[src/rtl/paddle_event_ctrl_pkg.sv]
// Shared constants, state encodings and position payload for paddle_event_ctrl.
// Speed ramping is built only when SPEED_RAMP_EN is defined at compile time.
package paddle_event_ctrl_pkg;

  localparam int unsigned COORD_W     = 10;
  localparam int unsigned XCOORD_W    = COORD_W + 1;
  localparam int unsigned SPEED_W     = 4;
  localparam int unsigned LIVES_W     = 2;

  localparam int unsigned BAR_Y       = 440;
  localparam int unsigned BAR_W       = 64;
  localparam int unsigned INIT_SPEED  = 1;
  localparam int unsigned MAX_SPEED   = 9;
  localparam int unsigned LEVEL_STEP  = 5;
  localparam int unsigned LIVES       = 3;
  localparam int unsigned HOLD_FRAMES = 60;

  localparam int unsigned HOLD_W      = $clog2(HOLD_FRAMES);
  localparam int unsigned CATCH_W     = $clog2(LEVEL_STEP);

  typedef enum logic [1:0] {
    IDLE = 2'd0,
    PLAY = 2'd1,
    HOLD = 2'd2,
    OVER = 2'd3
  } state_e;

  typedef struct packed {
    logic [COORD_W-1:0] ball_x;
    logic [COORD_W-1:0] ball_y;
    logic [COORD_W-1:0] bar_x;
  } pos_t;

  // Right edge of the bar, widened by one bit so bars near the screen edge never wrap.
  function automatic logic [XCOORD_W-1:0] bar_right(input logic [COORD_W-1:0] bar_x);
    return {1'b0, bar_x} + XCOORD_W'(BAR_W - 1);
  endfunction

endpackage

[src/rtl/paddle_event_ctrl_if.sv]
// Frame-rate game bus between the video/input side and the rule controller.
interface paddle_event_ctrl_if;
  import paddle_event_ctrl_pkg::*;

  logic               frame_tick;
  logic               start;
  logic [COORD_W-1:0] ball_x;
  logic [COORD_W-1:0] ball_y;
  logic [COORD_W-1:0] bar_x;
  logic               get;
  logic               lose;
  logic [SPEED_W-1:0] bar_move_speed;
  logic [LIVES_W-1:0] lives;
  logic               ball_reset;
  logic               game_over;

  modport master (
    output frame_tick, start, ball_x, ball_y, bar_x,
    input  get, lose, bar_move_speed, lives, ball_reset, game_over
  );

  modport slave (
    input  frame_tick, start, ball_x, ball_y, bar_x,
    output get, lose, bar_move_speed, lives, ball_reset, game_over
  );

endinterface

[src/rtl/paddle_event_ctrl_cross_detect.sv]
// Per-frame bar-line crossing detector: tracks previous ball row and decides catch/miss.
// hit_c/miss_c are the same-cycle decisions; hit/miss are their one-cycle registered pulses.
module paddle_event_ctrl_cross_detect
  import paddle_event_ctrl_pkg::*;
(
  input  logic clk,
  input  logic rst,
  input  logic frame_tick,
  input  logic en,
  input  logic force_zero,
  input  pos_t pos,
  output logic hit_c,
  output logic miss_c,
  output logic hit,
  output logic miss
);

  logic [COORD_W-1:0] prev_y;
  logic               cross_c;
  logic               in_bar_c;
  logic               eval_c;

  assign eval_c   = frame_tick & en;
  assign cross_c  = (prev_y < COORD_W'(BAR_Y)) && (pos.ball_y >= COORD_W'(BAR_Y));
  assign in_bar_c = (pos.ball_x >= pos.bar_x) &&
                    ({1'b0, pos.ball_x} <= bar_right(pos.bar_x));
  assign hit_c    = eval_c & cross_c & in_bar_c;
  assign miss_c   = eval_c & cross_c & ~in_bar_c;

  // Clearing prev_y on serve takes priority over any coincident frame sample.
  always_ff @(posedge clk) begin
    if (rst) begin
      prev_y <= '0;
      hit    <= 1'b0;
      miss   <= 1'b0;
    end else begin
      hit  <= hit_c;
      miss <= miss_c;
      if (force_zero) begin
        prev_y <= '0;
      end else if (eval_c) begin
        prev_y <= pos.ball_y;
      end
    end
  end

endmodule

[src/rtl/paddle_event_ctrl.sv]
// Game-rule controller: catch/miss pulses, lives, hold-after-miss and game state.
// Define SPEED_RAMP_EN to ramp bar_move_speed every LEVEL_STEP catches; otherwise it is fixed.
module paddle_event_ctrl
  import paddle_event_ctrl_pkg::*;
(
  input logic              clk,
  input logic              rst,
  paddle_event_ctrl_if.slave sif
);

  state_e             state;
  state_e             state_nxt;
  logic [LIVES_W-1:0] lives_q;
  logic [LIVES_W-1:0] lives_nxt;
  logic [HOLD_W-1:0]  hold_cnt;
  logic [HOLD_W-1:0]  hold_cnt_nxt;
  logic               start_q;
  logic               ball_reset_q;
  logic               ball_reset_nxt;
  logic               game_over_q;
  logic               game_over_nxt;
  logic               start_rise_c;
  logic               play_c;
  logic               force_zero_c;
  logic               hit_c;
  logic               miss_c;
  logic               hit_q;
  logic               miss_q;
  pos_t               pos;

  assign pos.ball_x   = sif.ball_x;
  assign pos.ball_y   = sif.ball_y;
  assign pos.bar_x    = sif.bar_x;
  assign start_rise_c = sif.start & ~start_q;
  assign play_c       = (state == PLAY);

  paddle_event_ctrl_cross_detect u_cross_detect (
    .clk        (clk),
    .rst        (rst),
    .frame_tick (sif.frame_tick),
    .en         (play_c),
    .force_zero (force_zero_c),
    .pos        (pos),
    .hit_c      (hit_c),
    .miss_c     (miss_c),
    .hit        (hit_q),
    .miss       (miss_q)
  );

  // State register plus registered outputs and counters.
  always_ff @(posedge clk) begin
    if (rst) begin
      state        <= IDLE;
      lives_q      <= '0;
      hold_cnt     <= '0;
      start_q      <= 1'b1;
      ball_reset_q <= 1'b1;
      game_over_q  <= 1'b0;
    end else begin
      state        <= state_nxt;
      lives_q      <= lives_nxt;
      hold_cnt     <= hold_cnt_nxt;
      start_q      <= sif.start;
      ball_reset_q <= ball_reset_nxt;
      game_over_q  <= game_over_nxt;
    end
  end

  // Next-state logic; lives and state move on the same edge that registers lose.
  always_comb begin
    state_nxt    = state;
    lives_nxt    = lives_q;
    hold_cnt_nxt = hold_cnt;
    force_zero_c = 1'b0;
    unique case (state)
      IDLE: begin
        if (start_rise_c) begin
          state_nxt    = PLAY;
          lives_nxt    = LIVES_W'(LIVES);
          force_zero_c = 1'b1;
        end
      end
      PLAY: begin
        if (miss_c) begin
          lives_nxt = lives_q - LIVES_W'(1);
          if (lives_q == LIVES_W'(1)) begin
            state_nxt = OVER;
          end else begin
            state_nxt    = HOLD;
            hold_cnt_nxt = '0;
          end
        end
      end
      HOLD: begin
        if (sif.frame_tick) begin
          if (hold_cnt == HOLD_W'(HOLD_FRAMES - 1)) begin
            state_nxt    = PLAY;
            force_zero_c = 1'b1;
          end else begin
            hold_cnt_nxt = hold_cnt + HOLD_W'(1);
          end
        end
      end
      OVER: begin
        if (start_rise_c) begin
          state_nxt = IDLE;
        end
      end
      default: state_nxt = IDLE;
    endcase
    ball_reset_nxt = (state_nxt != PLAY);
    game_over_nxt  = (state_nxt == OVER);
  end

`ifdef SPEED_RAMP_EN
  logic [SPEED_W-1:0] speed_q;
  logic [CATCH_W-1:0] catch_cnt;
  logic               new_game_c;

  assign new_game_c = (state == IDLE) & start_rise_c;

  // Driven by the registered catch pulse so speed moves one cycle after get.
  always_ff @(posedge clk) begin
    if (rst || new_game_c) begin
      speed_q   <= SPEED_W'(INIT_SPEED);
      catch_cnt <= '0;
    end else if (hit_q) begin
      if (catch_cnt == CATCH_W'(LEVEL_STEP - 1)) begin
        catch_cnt <= '0;
        if (speed_q < SPEED_W'(MAX_SPEED)) begin
          speed_q <= speed_q + SPEED_W'(1);
        end
      end else begin
        catch_cnt <= catch_cnt + CATCH_W'(1);
      end
    end
  end

  assign sif.bar_move_speed = speed_q;
`else
  assign sif.bar_move_speed = SPEED_W'(INIT_SPEED);
`endif

  assign sif.get        = hit_q;
  assign sif.lose       = miss_q;
  assign sif.lives      = lives_q;
  assign sif.ball_reset = ball_reset_q;
  assign sif.game_over  = game_over_q;

endmodule

[src/flat_wrapper.sv]
// flat-port wrapper written by rule: the top's interface ports become plain ports
module paddle_event_ctrl_flat import paddle_event_ctrl_pkg::*;
  (clk, rst, sif_frame_tick, sif_start, sif_ball_x, sif_ball_y, sif_bar_x, sif_get, sif_lose, sif_bar_move_speed, sif_lives, sif_ball_reset, sif_game_over);
  paddle_event_ctrl_if sif_i ();
  input logic clk;
  input logic rst;
  input wire logic [$bits(sif_i.frame_tick)-1:0] sif_frame_tick;
  input wire logic [$bits(sif_i.start)-1:0] sif_start;
  input wire logic [$bits(sif_i.ball_x)-1:0] sif_ball_x;
  input wire logic [$bits(sif_i.ball_y)-1:0] sif_ball_y;
  input wire logic [$bits(sif_i.bar_x)-1:0] sif_bar_x;
  output wire logic [$bits(sif_i.get)-1:0] sif_get;
  output wire logic [$bits(sif_i.lose)-1:0] sif_lose;
  output wire logic [$bits(sif_i.bar_move_speed)-1:0] sif_bar_move_speed;
  output wire logic [$bits(sif_i.lives)-1:0] sif_lives;
  output wire logic [$bits(sif_i.ball_reset)-1:0] sif_ball_reset;
  output wire logic [$bits(sif_i.game_over)-1:0] sif_game_over;
  assign sif_i.frame_tick = sif_frame_tick;
  assign sif_i.start = sif_start;
  assign sif_i.ball_x = sif_ball_x;
  assign sif_i.ball_y = sif_ball_y;
  assign sif_i.bar_x = sif_bar_x;
  assign sif_get = sif_i.get;
  assign sif_lose = sif_i.lose;
  assign sif_bar_move_speed = sif_i.bar_move_speed;
  assign sif_lives = sif_i.lives;
  assign sif_ball_reset = sif_i.ball_reset;
  assign sif_game_over = sif_i.game_over;
  paddle_event_ctrl u_core (.clk(clk), .rst(rst), .sif(sif_i));
endmodule
[config.mk]
export PLATFORM = sky130hd
export DESIGN_NAME = paddle_event_ctrl_flat
export DESIGN_NICKNAME = d
export VERILOG_FILES = /design/src/rtl/paddle_event_ctrl_pkg.sv /design/src/rtl/paddle_event_ctrl_if.sv /design/src/rtl/paddle_event_ctrl_cross_detect.sv /design/src/rtl/paddle_event_ctrl.sv /design/src/flat_wrapper.sv
export SDC_FILE = /design/constraint.sdc
export NUM_CORES = 1
export LEC_CHECK = 0
export ABC_AREA = 1
export ABC_CLOCK_PERIOD_IN_PS = 4400
export CAP_MARGIN = 20
export CELL_PAD_IN_SITES_DETAIL_PLACEMENT = 1
export CELL_PAD_IN_SITES_GLOBAL_PLACEMENT = 1
export CORE_MARGIN = 10
export CORE_UTILIZATION = 37
export CTS_CLUSTER_DIAMETER = 60
export CTS_CLUSTER_SIZE = 40
export DETAILED_ROUTE_END_ITERATION = 10
export PLACE_DENSITY_LB_ADDON = 0.05
export SKIP_LAST_GASP = 1
export SYNTH_ARGS = -nofsm -noshare
export SYNTH_HDL_FRONTEND = slang
export SYNTH_HIERARCHICAL = 1
export SYNTH_SLANG_ARGS = --single-unit
[constraint.sdc]
create_clock -name clk -period 4.4 [get_ports clk]
set_input_delay 0.88 -clock clk [delete_from_list [all_inputs] [get_ports clk]]
set_output_delay 0.88 -clock clk [all_outputs]
set_load 0.03 [all_outputs]
==> flow_summary.rst, run 1 <==
.. list-table::
   :header-rows: 1

   * - Metric
     - Value
   * - CTS Root Buffer Type
     - sky130_fd_sc_hd__clkbuf_8
   * - Area of the mapped netlist
     - 0.00185 mm2
   * - Sort of element at the start of the critical path
     - input pin
   * - Final antenna diode count
     - 0
   * - Setup repair after global routing missed its margin
     - no
   * - Part of the power in combinational logic
     - 26.8%
   * - Clock-pin slew on the worst setup and hold paths
     - about 0.080 ns
   * - Final hold viol count
     - 0
   * - Post-route setup TNS
     - 0 ns
   * - Total track usage
     - about an eighth
   * - Maximum clock frequency
     - roughly 0.26 GHz
   * - TritonCTS clock tree
     - yes
   * - Starting DRC count in detailed routing
     - 30
   * - Initial antenna violation count
     - 0
   * - Worst EP arrival
     - just under 4 ns
   * - Run status
     - complete, no violations
   * - Yosys Warn Count
     - 6
   * - Sequential share of power
     - 38.3%
   * - Final wirelength
     - 4760 um
   * - Total clock sinks
     - 22
   * - Type of the worst setup path
     - input pin to flip-flop
   * - Final clock period utilization by the worst path
     - 86.8%
   * - Met1 layer wirelength in the final routing
     - 2240 um
   * - Die Height
     - 90.7 um
   * - Smallest hold slack
     - about 0.47 ns
   * - Maximum resistive drop on vdd
     - 0.000128 V
   * - Number of buffers created by CTS
     - 3
   * - DRC
     - 0
   * - Layout Utilization
     - between 40% and 50%
   * - Post-detailed-route wirelength per cell
     - between 10 and 15 um
   * - Final Setup Violations
     - 0
   * - DR WL met3
     - 226 um
   * - Crit path time final
     - 3.82 ns
   * - Vias after detailed routing
     - roughly 1800
   * - Cell Int Power
     - between 0.0003 and 0.0004 W
   * - Post-Syn Instances
     - about 280
   * - Hold bufs inserted after CTS
     - 0
   * - Quantity of I/O buffers inserted on ports
     - 36
   * - Final global-route overflow total
     - 0
   * - Critical path required time
     - roughly 4.6 ns
   * - Clock share of power
     - 34.9%
   * - Pwr dens
     - 234 mW/mm2
   * - Antenna viol nets, final
     - 0
   * - IO Count
     - 44
   * - Count of instances resized after the clock tree is built
     - 0
   * - Number of levels the H-tree was split into
     - 1
   * - Avg Synthesized Cell Area
     - 6.65 um2
   * - Count of standard-cell rows
     - 25
   * - Layout cells sized above 1
     - 10.8%
   * - Uppermost layer routed
     - met4
   * - Initial Util
     - between 30% and 40%
   * - Switching component of the power
     - 0.000156 W
   * - Hold crit path type
     - flip-flop to flip-flop
   * - Placeable core region
     - 0.00479 mm2
   * - Number of detailed-routing iterations run before antenna repair
     - 4
   * - Peak fanout along the critical path
     - 5
   * - Later-pin clock latency in the skew report
     - ~0.27 ns
   * - Clk_skew
     - 0.00219 ns
   * - Floorplan die width
     - a little over 90 um
   * - Vias/cell
     - ~4.7
   * - Crit path capture type
     - flip-flop
   * - Vias in the first global route
     - 1838
   * - Pin count of the biggest net entering global routing
     - 14
   * - Pins over their slew limit
     - 0
   * - DPL Wire Length
     - 4040 um
   * - Routability Congestion
     - 0.750
   * - Number of max-cap violations
     - 0
   * - Wire length of the first global-routing pass
     - 8450 um
   * - Switching part of the total power
     - 28.5%
   * - Number of nets in the layout
     - 373
   * - Synth-to-Final Area Change
     - 26.5%
   * - Detail Route met2 WL
     - 2260 um
   * - Longest Clk Path Bufs
     - 2
   * - Post-CTS setup buffer count
     - 0
   * - Die Outline Area
     - 0.00823 mm2
   * - Leak
     - 1.10 nW
==> layer usage <==
metal / track usage [%] / up-vias
met5: 0 / -
met4: 2.65 / 0
met3: 3.24 / 4
met2: 19.8 / 27
met1: 14.7 / 822
li1: - / 943
==> worst max-delay path, cell delays in order <==
cell and delay [ns]:
sky130_fd_sc_hd__clkdlybuf4s50_1 0.44, sky130_fd_sc_hd__inv_1 0.13, sky130_fd_sc_hd__ha_1 0.22, sky130_fd_sc_hd__nand2_2 0.08
sky130_fd_sc_hd__nor2_4 0.12, sky130_fd_sc_hd__nand2_2 0.06, sky130_fd_sc_hd__nand2_2 0.09, sky130_fd_sc_hd__nand2_1 0.06
sky130_fd_sc_hd__ha_1 0.29, sky130_fd_sc_hd__nand2_1 0.07, sky130_fd_sc_hd__nor2_1 0.16, sky130_fd_sc_hd__nand2_1 0.07
sky130_fd_sc_hd__nand2_1 0.06, sky130_fd_sc_hd__nand2_1 0.05, sky130_fd_sc_hd__nand2_1 0.05, sky130_fd_sc_hd__nand2_1 0.04
sky130_fd_sc_hd__nand2_1 0.06, sky130_fd_sc_hd__nand2_2 0.06, sky130_fd_sc_hd__nand2_2 0.06, sky130_fd_sc_hd__nand2_2 0.06
sky130_fd_sc_hd__inv_1 0.14, sky130_fd_sc_hd__inv_1 0.06, sky130_fd_sc_hd__nor2_1 0.16, sky130_fd_sc_hd__nand2_2 0.09
sky130_fd_sc_hd__nand2_4 0.10, sky130_fd_sc_hd__nand2_4 0.08, sky130_fd_sc_hd__o21ai_0 0.17, sky130_fd_sc_hd__nor2_1 0.06
==> power groups by stage <==
stage	clock network [W]	logic [W]	registers (W)
finish	0.000191	0.000147	0.000209
global route	0.000207	0.000169	0.000210
CTS	0.000200	0.000149	0.000210
detailed placement	0	0.000148	0.000214
global placement	0	0.000144	0.000214
floorplan	0	0.0000878	0.000218
==> metrics by stage <==
step           power, W  setup slack, ns  cell area (um2)  std cells
2_1_floorplan  0.000305             1.20             1860        280
3_3_place_gp   0.000358            0.308             2270        378
3_5_place_dp   0.000362            0.326             2270        378
4_1_cts        0.000559            0.547             2340        382
5_1_grt        0.000586            0.217             2340        382
6_report       0.000547            0.582             2340        382
==> sequential cells by signal, indices dropped and copies added, names as in the netlist <==
signal                        cells
u_core/start_q                    1
u_core/u_cross_detect/hit         1
u_core/sif.game_over              1
u_core/sif.ball_reset             1
u_core/hold_cnt                   6
u_core/state                      2
u_core/u_cross_detect/miss        1
u_core/u_cross_detect/prev_y      7
u_core/sif.lives                  2
==> final timing paths <==
kind,from,endpoint,slack (ns),depth (start not counted)
setup / recovery,sif_bar_x[0],u_core/hold_cnt[3],0.58,28
hold / removal,u_core/u_cross_detect/prev_y[9],u_core/u_cross_detect/prev_y[9],0.47,2
setup reg to reg,u_core/state[0],u_core/hold_cnt[3],1.98,15
hold reg to reg,u_core/u_cross_detect/prev_y[9],u_core/u_cross_detect/prev_y[9],0.47,2
==> cells in the final DEF, fill, tap and decap left out, types with 2 or more instances in the layout <==
| master | instances |
|---|---|
| sky130_fd_sc_hd__nand2_1 | 75 |
| sky130_fd_sc_hd__inv_1 | 43 |
| sky130_fd_sc_hd__clkdlybuf4s50_1 | 36 |
| sky130_fd_sc_hd__nor2_1 | 26 |
| sky130_fd_sc_hd__ha_1 | 23 |
| sky130_fd_sc_hd__dfxtp_1 | 22 |
| sky130_fd_sc_hd__nand3_1 | 15 |
| sky130_fd_sc_hd__a21oi_1 | 14 |
| sky130_fd_sc_hd__nand2_2 | 9 |
| sky130_fd_sc_hd__xor2_1 | 5 |
| sky130_fd_sc_hd__inv_2 | 4 |
| sky130_fd_sc_hd__nor2_4 | 4 |
| sky130_fd_sc_hd__nand4_1 | 4 |
| sky130_fd_sc_hd__o21ai_0 | 4 |
| sky130_fd_sc_hd__conb_1 | 4 |
| sky130_fd_sc_hd__clkbuf_8 | 3 |
| sky130_fd_sc_hd__nand3_2 | 3 |
| sky130_fd_sc_hd__a31oi_1 | 2 |
| sky130_fd_sc_hd__nand2_4 | 2 |
| sky130_fd_sc_hd__or2_2 | 2 |
| sky130_fd_sc_hd__o211ai_1 | 2 |
| sky130_fd_sc_hd__nor3_1 | 2 |
| sky130_fd_sc_hd__a211oi_1 | 2 |
| sky130_fd_sc_hd__nor2_2 | 2 |
==> layout make-up <==
class,count,area (um2)
Clock buffer,3,41.3
Clock inverter,1,30.0
Fill cell,644,2450
Inverter,48,183
Multi-Input combinational cell,205,1200
Sequential cell,22,440
Tap cell,67,83.8
Timing Repair Buffer,36,360
Note: power is estimated with default switching activity, not from simulation.
==> inputs of run 2 (changes only) <==
--- a/config.mk
+++ b/config.mk
@@ -7,7 +7,6 @@
 export LEC_CHECK = 0
 export ABC_AREA = 1
 export ABC_CLOCK_PERIOD_IN_PS = 4400
-export CAP_MARGIN = 20
 export CELL_PAD_IN_SITES_DETAIL_PLACEMENT = 1
 export CELL_PAD_IN_SITES_GLOBAL_PLACEMENT = 1
 export CORE_MARGIN = 10
==> results of run 2 <==
No change in the layout: final DEF, timing and power equal those of run 1.
